`src/rtl/cordic_feeder_pkg.sv`:
```
// Shared types and constants for the CORDIC feeder: FSM state encoding, register
// addresses of the accelerator slave port and the word written to clear it.
package cordic_feeder_pkg;

   typedef enum logic [2:0] {
      IDLE   = 3'd0,
      CLEAR  = 3'd1,
      STREAM = 3'd2,
      READ   = 3'd3,
      DONE   = 3'd4
   } state_e;

   localparam logic        ADDR_DATA  = 1'b0;
   localparam logic        ADDR_CTRL  = 1'b1;
   localparam logic [31:0] CLEAR_WORD = 32'h0;

endpackage

```
`src/rtl/cordic_feeder_if.sv`:
```
// Signal bundle between the CORDIC feeder and its environment: sample stream in,
// start/length control, result strobe, and the Avalon-MM initiator port.
interface cordic_feeder_if #(
   parameter int DATA_W = 32,
   parameter int LEN_W  = 8
);
   // Sample stream: a word transfers on a cycle where in_valid && in_ready; the
   // producer keeps in_data stable while in_valid is high. On Avalon, a request
   // (avm_write/avm_read) completes on a cycle with !avm_waitrequest and all
   // avm_* outputs hold stable while it is stalled.
   logic              in_valid;
   logic              in_ready;
   logic [DATA_W-1:0] in_data;
   logic              start;
   logic [LEN_W-1:0]  len;
   logic              busy;
   logic              res_valid;
   logic [DATA_W-1:0] res_data;
   logic              err;
   logic              avm_address;
   logic              avm_write;
   logic              avm_read;
   logic [DATA_W-1:0] avm_writedata;
   logic [DATA_W-1:0] avm_readdata;
   logic              avm_waitrequest;

   modport master (
      input  in_valid, in_data, start, len, avm_readdata, avm_waitrequest,
      output in_ready, busy, res_valid, res_data, err,
             avm_address, avm_write, avm_read, avm_writedata
   );

   modport slave (
      output in_valid, in_data, start, len, avm_readdata, avm_waitrequest,
      input  in_ready, busy, res_valid, res_data, err,
             avm_address, avm_write, avm_read, avm_writedata
   );

endinterface

```
`src/rtl/feeder_fifo.sv`:
```
// Synchronous sample FIFO with registered full/empty flags; the head word is read
// straight from storage so it is valid in the same cycle the FIFO is non-empty.
module feeder_fifo #(
   parameter int DATA_W = 32,
   parameter int DEPTH  = 16
) (
   input  logic              clk,
   input  logic              reset,
   input  logic              push_i,
   input  logic [DATA_W-1:0] push_data_i,
   input  logic              pop_i,
   output logic [DATA_W-1:0] head_o,
   output logic              full_o,
   output logic              empty_o
);

   localparam int AW = $clog2(DEPTH);

   logic [DATA_W-1:0] mem_q [DEPTH];
   logic [AW-1:0]     wr_ptr_q;
   logic [AW-1:0]     rd_ptr_q;
   logic [AW:0]       count_q;
   logic [AW:0]       count_d;
   logic              full_q;
   logic              empty_q;
   logic              do_push;
   logic              do_pop;

   // A full FIFO refuses pushes even when a pop frees a slot in the same cycle.
   assign do_push = push_i && !full_q;
   assign do_pop  = pop_i && !empty_q;

   always_comb begin
      count_d = count_q;
      if (do_push && !do_pop) begin
         count_d = count_q + 1'b1;
      end else if (!do_push && do_pop) begin
         count_d = count_q - 1'b1;
      end
   end

   always_ff @(posedge clk) begin
      if (reset) begin
         wr_ptr_q <= '0;
         rd_ptr_q <= '0;
         count_q  <= '0;
         full_q   <= 1'b0;
         empty_q  <= 1'b1;
      end else begin
         if (do_push) wr_ptr_q <= wr_ptr_q + 1'b1;
         if (do_pop)  rd_ptr_q <= rd_ptr_q + 1'b1;
         count_q <= count_d;
         full_q  <= (count_d == (AW+1)'(DEPTH));
         empty_q <= (count_d == '0);
      end
   end

   always_ff @(posedge clk) begin
      if (do_push) mem_q[wr_ptr_q] <= push_data_i;
   end

   assign head_o  = mem_q[rd_ptr_q];
   assign full_o  = full_q;
   assign empty_o = empty_q;

endmodule

```
`src/rtl/cordic_feeder.sv`:
```
// Avalon-MM initiator that clears the CORDIC accelerator, streams FIFO samples into it
// and reads back the result. Define CORDIC_FEEDER_TIMEOUT_EN to add the waitrequest watchdog.
module cordic_feeder
   import cordic_feeder_pkg::*;
#(
   parameter int DATA_W  = 32,
   parameter int DEPTH   = 16,
   parameter int LEN_W   = 8,
   parameter int TIMEOUT = 255
) (
   input  logic            clk,
   input  logic            reset,
   cordic_feeder_if.master bus,
   output state_e          state_o
);

   state_e            state_q, state_d;
   logic [LEN_W-1:0]  rem_q, rem_d;
   logic              ctrl_wr_q, ctrl_wr_d;
   logic              rd_q, rd_d;
   logic              addr_q, addr_d;
   logic              stream_q, stream_d;
   logic              res_valid_q, res_valid_d;
   logic [DATA_W-1:0] res_data_q, res_data_d;
   logic              busy_q, busy_d;
   logic              fifo_full;
   logic              fifo_empty;
   logic [DATA_W-1:0] fifo_head;
   logic              pop;
   logic              wr_accept;

   feeder_fifo #(
      .DATA_W (DATA_W),
      .DEPTH  (DEPTH)
   ) u_fifo (
      .clk         (clk),
      .reset       (reset),
      .push_i      (bus.in_valid),
      .push_data_i (bus.in_data),
      .pop_i       (pop),
      .head_o      (fifo_head),
      .full_o      (fifo_full),
      .empty_o     (fifo_empty)
   );

   // Data writes are offered only while a sample sits at the FIFO head.
   assign bus.avm_write     = ctrl_wr_q || (stream_q && !fifo_empty);
   assign bus.avm_read      = rd_q;
   assign bus.avm_address   = addr_q;
   assign bus.avm_writedata = stream_q ? fifo_head : DATA_W'(CLEAR_WORD);
   assign bus.in_ready      = !fifo_full;
   assign bus.busy          = busy_q;
   assign bus.res_valid     = res_valid_q;
   assign bus.res_data      = res_data_q;
   assign state_o           = state_q;

   assign wr_accept = bus.avm_write && !bus.avm_waitrequest;
   assign pop       = stream_q && wr_accept;

`ifdef CORDIC_FEEDER_TIMEOUT_EN
   localparam int TW = $clog2(TIMEOUT + 1);
   logic [TW-1:0] stall_cnt_q, stall_cnt_d;
   logic          err_q, err_d;
   logic          stall;
   logic          abort;

   assign stall = (bus.avm_write || bus.avm_read) && bus.avm_waitrequest;
   assign abort = stall && (stall_cnt_q == TW'(TIMEOUT - 1));

   always_comb begin
      stall_cnt_d = '0;
      if (stall && !abort) stall_cnt_d = stall_cnt_q + 1'b1;
      err_d = abort;
   end

   always_ff @(posedge clk) begin
      if (reset) begin
         stall_cnt_q <= '0;
         err_q       <= 1'b0;
      end else begin
         stall_cnt_q <= stall_cnt_d;
         err_q       <= err_d;
      end
   end

   assign bus.err = err_q;
`else
   logic unused_timeout;
   assign unused_timeout = (TIMEOUT > 0);
   assign bus.err = 1'b0;
`endif

   always_comb begin
      state_d    = state_q;
      rem_d      = rem_q;
      res_data_d = res_data_q;
      case (state_q)
         IDLE: begin
            if (bus.start) begin
               rem_d   = bus.len;
               state_d = CLEAR;
            end
         end
         CLEAR: begin
            if (!bus.avm_waitrequest) state_d = (rem_q == '0) ? READ : STREAM;
         end
         STREAM: begin
            if (wr_accept) begin
               rem_d = rem_q - 1'b1;
               if (rem_q == LEN_W'(1)) state_d = READ;
            end
         end
         READ: begin
            if (!bus.avm_waitrequest) begin
               res_data_d = bus.avm_readdata;
               state_d    = DONE;
            end
         end
         DONE:    state_d = IDLE;
         default: state_d = IDLE;
      endcase
`ifdef CORDIC_FEEDER_TIMEOUT_EN
      if (abort) state_d = IDLE;
`endif
      // Avalon strobes are registered from the next state so they line up with it.
      ctrl_wr_d   = (state_d == CLEAR);
      rd_d        = (state_d == READ);
      stream_d    = (state_d == STREAM);
      addr_d      = (state_d == CLEAR) ? ADDR_CTRL : ADDR_DATA;
      res_valid_d = (state_d == DONE);
      busy_d      = (state_d != IDLE);
   end

   always_ff @(posedge clk) begin
      if (reset) begin
         state_q     <= IDLE;
         rem_q       <= '0;
         ctrl_wr_q   <= 1'b0;
         rd_q        <= 1'b0;
         addr_q      <= 1'b0;
         stream_q    <= 1'b0;
         res_valid_q <= 1'b0;
         res_data_q  <= '0;
         busy_q      <= 1'b0;
      end else begin
         state_q     <= state_d;
         rem_q       <= rem_d;
         ctrl_wr_q   <= ctrl_wr_d;
         rd_q        <= rd_d;
         addr_q      <= addr_d;
         stream_q    <= stream_d;
         res_valid_q <= res_valid_d;
         res_data_q  <= res_data_d;
         busy_q      <= busy_d;
      end
   end

endmodule

```
`src/flat_wrapper.sv`:
```
// flat-port wrapper written by rule: the top's interface ports become plain ports
module cordic_feeder_flat import cordic_feeder_pkg::*;
#(
   parameter int DATA_W  = 32,
   parameter int DEPTH   = 16,
   parameter int LEN_W   = 8,
   parameter int TIMEOUT = 255
)
  (clk, reset, state_o, bus_in_valid, bus_in_data, bus_start, bus_len, bus_avm_readdata, bus_avm_waitrequest, bus_in_ready, bus_busy, bus_res_valid, bus_res_data, bus_err, bus_avm_address, bus_avm_write, bus_avm_read, bus_avm_writedata);
  cordic_feeder_if #(.DATA_W(DATA_W), .LEN_W(LEN_W)) bus_i ();
  input  logic clk;
  input  logic reset;
  output state_e state_o;
  input wire logic [$bits(bus_i.in_valid)-1:0] bus_in_valid;
  input wire logic [$bits(bus_i.in_data)-1:0] bus_in_data;
  input wire logic [$bits(bus_i.start)-1:0] bus_start;
  input wire logic [$bits(bus_i.len)-1:0] bus_len;
  input wire logic [$bits(bus_i.avm_readdata)-1:0] bus_avm_readdata;
  input wire logic [$bits(bus_i.avm_waitrequest)-1:0] bus_avm_waitrequest;
  output wire logic [$bits(bus_i.in_ready)-1:0] bus_in_ready;
  output wire logic [$bits(bus_i.busy)-1:0] bus_busy;
  output wire logic [$bits(bus_i.res_valid)-1:0] bus_res_valid;
  output wire logic [$bits(bus_i.res_data)-1:0] bus_res_data;
  output wire logic [$bits(bus_i.err)-1:0] bus_err;
  output wire logic [$bits(bus_i.avm_address)-1:0] bus_avm_address;
  output wire logic [$bits(bus_i.avm_write)-1:0] bus_avm_write;
  output wire logic [$bits(bus_i.avm_read)-1:0] bus_avm_read;
  output wire logic [$bits(bus_i.avm_writedata)-1:0] bus_avm_writedata;
  assign bus_i.in_valid = bus_in_valid;
  assign bus_i.in_data = bus_in_data;
  assign bus_i.start = bus_start;
  assign bus_i.len = bus_len;
  assign bus_i.avm_readdata = bus_avm_readdata;
  assign bus_i.avm_waitrequest = bus_avm_waitrequest;
  assign bus_in_ready = bus_i.in_ready;
  assign bus_busy = bus_i.busy;
  assign bus_res_valid = bus_i.res_valid;
  assign bus_res_data = bus_i.res_data;
  assign bus_err = bus_i.err;
  assign bus_avm_address = bus_i.avm_address;
  assign bus_avm_write = bus_i.avm_write;
  assign bus_avm_read = bus_i.avm_read;
  assign bus_avm_writedata = bus_i.avm_writedata;
  cordic_feeder #(.DATA_W(DATA_W), .DEPTH(DEPTH), .LEN_W(LEN_W), .TIMEOUT(TIMEOUT)) u_core (.clk(clk), .reset(reset), .bus(bus_i), .state_o(state_o));
endmodule
```
`config.mk`:
```
export PLATFORM = sky130hd
export DESIGN_NAME = cordic_feeder_flat
export DESIGN_NICKNAME = d
export VERILOG_FILES = /design/src/rtl/cordic_feeder_pkg.sv /design/src/rtl/cordic_feeder_if.sv /design/src/rtl/feeder_fifo.sv /design/src/rtl/cordic_feeder.sv /design/src/flat_wrapper.sv
export SDC_FILE = /design/constraint.sdc
export NUM_CORES = 1
export LEC_CHECK = 0
export CELL_PAD_IN_SITES_DETAIL_PLACEMENT = 0
export CELL_PAD_IN_SITES_GLOBAL_PLACEMENT = 2
export CORE_AREA = 2 2 256 258
export DETAILED_ROUTE_END_ITERATION = 10
export DIE_AREA = 0 0 258 260
export GPL_ROUTABILITY_DRIVEN = 0
export GPL_TIMING_DRIVEN = 0
export HOLD_SLACK_MARGIN = 0.06
export PLACE_DENSITY_LB_ADDON = 0.1
export SLEW_MARGIN = 10
export SYNTH_ARGS = -nofsm -noshare
export SYNTH_HDL_FRONTEND = slang
export SYNTH_SLANG_ARGS = --single-unit
```
`constraint.sdc`:
```
create_clock -name clk -period 4.9 [get_ports clk]
set_input_delay 0.98 -clock clk [delete_from_list [all_inputs] [get_ports clk]]
set_output_delay 0.98 -clock clk [all_outputs]
set_load 0.005 [all_outputs]
```
==> results <==
- The post-synthesis net count is 1199.
- The post-layout net count is 1454.
- The number of rows created at floorplan is 93.
- At the pin with the least slew margin, the transition time is 1.02 ns.
- The detailed-route wire length per cell is 25.2 um.
- Setup repair after global routing left no endpoint under its margin.
- Setup violations remaining at the end of the flow were counted as 0.
- Leaving out fill and tap cells, the most frequent cell in the layout is sky130_fd_sc_hd__edfxtp_1.
- For this design the ratio of total power to cell area is 381 nW/um^2.
- The startpoint identified for the worst register-to-register timing path is u_core.u_fifo.full_o.
- The synthesized area divided by synthesized cell count is 20.1 um^2.
- The number of register bits inferred by synthesis is 579.
- The number of nets with antenna violations after routing is 0.
- The area inside the core boundary is 64100 um^2.
- In the final layout, the share of cells above drive strength 1 is 0.230.
- Among all flip-flop cells after synthesis, the most frequent one is sky130_fd_sc_hd__edfxtp_1.
- Of the synthesized area, sequential elements account for 0.749.
- The number of warnings printed during yosys synthesis is 0.
- The static leakage is 8.58 nW.
- Headroom to the max-slew limit came out at 0.320.
- The final max-slew violation count came to 0.
- In this run the horizontal extent of the chip is 258 um.
- Hold is met by 0.451 ns.
- Of all nets on the critical path, the largest fanout is 10.
- Counting the buffers created by CTS gives 66.
- The DRC violation total after the first TritonRoute iteration is 924.
- The flow ran to the end, and the final reports show no timing, DRC or antenna violations.
- Hold repair after CTS inserted 0 buffers.
- 151 I/O pins were placed.
- The required time at the worst-slack endpoint is 3.92 ns.
- The final-report hold violation count is 0.
- The depth of the CTS H-tree is 3.
- The overall fraction of global-route tracks in use is 0.174.
- Across the VDD grid, the largest voltage drop is 0.256 mV.
- The routed layout has 11.4k vias.
- The number of flops mapped to enable cells by yosys is 512.
- Buffers placed on the I/O ports in this run total 148.
- In the layout the commonest cells are sky130_fd_sc_hd__edfxtp_1, sky130_fd_sc_hd__mux4_2, sky130_fd_sc_hd__clkdlybuf4s50_1.
- The tightest min-delay check is of the reg2reg type.
- Of the available clock period, the critical path in the final layout requires 0.953.
- The count of inserted antenna diode cells is 0.
- The cell area that synthesis handed to floorplanning was 22300 um^2.
- The clock tree from TritonCTS is built.
- The final HPWL from detailed placement is 37500 um.
- The async set-reset flop share out of synthesis is 0.
- The initial cell density of the core is 0.348.
- The number of buffers between clock root and the deepest sink is 3.
- The shortest period the worst path allows is 4.67 ns.
- The die is 260 um tall.
- STA classifies the critical path endpoint as an output pin.
- The netlist uses 45 different library cells.
- The highest clock rate is 214 MHz.
- Entering global routing, the biggest net connects 18 pins.
- For the worst-skew pair, the clock arrives at the later sink with an insertion delay of 0.59 ns.
- The number of violations of the max-capacitance limit is 0.
- After clock tree synthesis, the clock-pin slew on the worst setup and hold paths is 0.06 ns.
- The detailed-router iteration count before antenna repair is 5.
- The cell count after synthesis came out at 1113.
- The via count of the first global-routing pass is 11.9k.
- Clock tree synthesis found a total of 579 sinks.
- For the worst setup path, the data arrival time is 3.69 ns.
- Clock tree synthesis selected as its root buffer the cell sky130_fd_sc_hd__clkbuf_16.
- The launch instance of the worst min-delay path is u_core.bus.res_data[0].
- The critical path start-end classification is reg2out.
- The end-of-flow core utilization is 0.432.
- The post-synthesis to final-layout area growth is 24.0%.
- Using the TritonRoute via totals, the vias-per-cell ratio works out to 5.01.
- Wires add up to 57000 um.
- For this run the aggregate overflow at the end of global routing stands at 0.
- The number of antenna violations at the first check in global routing is 3.
- STA classifies the critical path startpoint as a flip-flop.
- The detailed-route DRC error count is 0.
- The total die area is 67100 um^2.
- The first global-routing pass estimated 83600 um of wire.
- The clock arrives with 0.0110 ns of skew.
-- critical path, stage by stage, from the launching register on --
cell	delay, ns
sky130_fd_sc_hd__dfxtp_1	0.32
sky130_fd_sc_hd__clkbuf_1	0.54
sky130_fd_sc_hd__buf_1	0.67
sky130_fd_sc_hd__mux4_2	0.43
sky130_fd_sc_hd__mux4_2	0.46
sky130_fd_sc_hd__and2_1	0.22
sky130_fd_sc_hd__clkdlybuf4s50_1	0.46
-- Yosys cell counts (all sizes together), types with 2 or more instances --
master | n | area (um^2)
a211oi | 3 | 22.5
a21boi | 4 | 30.0
a21oi | 44 | 220
a311oi | 3 | 26.3
and2 | 33 | 206
buf | 27 | 180
clkbuf | 33 | 124
dfxtp | 67 | 1340
edfxtp | 512 | 15400
ha | 9 | 113
inv | 13 | 48.8
mux4 | 160 | 3630
nand2 | 88 | 330
nand2b | 8 | 50.1
nand3 | 6 | 30.0
nand4 | 4 | 25.0
nor2 | 34 | 128
nor2b | 5 | 31.3
nor3 | 11 | 55.1
nor3b | 5 | 48.8
nor4 | 3 | 18.8
o21ai | 13 | 65.1
o21bai | 2 | 15.0
or2 | 2 | 12.5
or3b | 2 | 17.5
xnor2 | 5 | 43.8
xor2 | 5 | 43.8
-- cell families after synthesis --
group | count (synthesis) | synth area share
flops | 579 | 0.749
simple gates | 204 | 0.0438
mux | 161 | 0.163
compound gates | 76 | 0.0194
buf+inv | 73 | 0.0158
xor+xnor | 10 | 0.00392
fa+ha+maj | 9 | 0.00504
other cells | 1 | 0.000168
-- final timing paths --
path | to | slack [ns] | cells past startpoint
min | u_core.bus.res_data[0] | 0.45 | 2
max | bus_avm_writedata[26] | 0.23 | 6
min reg2reg | u_core.bus.res_data[0] | 0.45 | 2
max reg2reg | u_core.u_fifo.mem_q[3][20] | 1.96 | 6
-- layout make-up --
type,count,area [um^2]
buffer,60,317
clock buffer,87,1810
clock inverter,24,163
fill,5550,36400
inverter,13,48.8
multi-input combinational,461,5370
sequential,579,16700
tap,855,1070
timing repair buffer,187,2180
-- metal layers --
layer / GRT usage / wire, um / up-vias
met1: 0.235 / 24800 / 6034
li1: - / - / 5011
met4: 0.0474 / 1070 / 6
met3: 0.0290 / 2320 / 80
met2: 0.291 / 28700 / 220
met5: 0 / 42 / -
-- where the power goes --
group / total [mW] / leakage [nW] / internal, mW / switching (mW)
clock: 4.59 / 0.971 / 2.69 / 1.90
combinational: 0.470 / 2.44 / 0.218 / 0.252
sequential: 5.48 / 5.17 / 5.44 / 0.0344
-- state kept, by name (all words and copies together) (netlist names), named ones only --
register,count
u_core.u_fifo.full_o,1
u_core.bus.avm_read,1
u_core.rem_q,8
u_core.bus.res_data,32
u_core.ctrl_wr_q,1
u_core.bus.busy,1
u_core.u_fifo.rd_ptr_q,4
u_core.u_fifo.wr_ptr_q,4
u_core.u_fifo.empty_o,1
u_core.state_o,3
u_core.stream_q,1
u_core.u_fifo.count_q,5
u_core.u_fifo.mem_q,512
u_core.bus.res_valid,1
-- per-stage QoR --
stage	power [mW]	setup TNS [ns]	setup slack (ns)	std cells	instance area (um^2)
after floorplan	5.79	0	0.515	1113	22300
after global placement	6.04	-999.25	-3.52	2116	24900
after detailed placement	6.06	0	0.644	2155	25700
after CTS	10.7	0	0.00313	2266	27700
after global routing	10.9	0	0.0309	2266	27700
final	10.5	0	0.229	2266	27700
-- repair_timing --
item | in CTS | in global routing
buffers inserted | 0 | 0
gates resized for setup | 2 | 12
endpoints found under the setup margin | 1 | 22
Power figures use the tool's default switching activity.
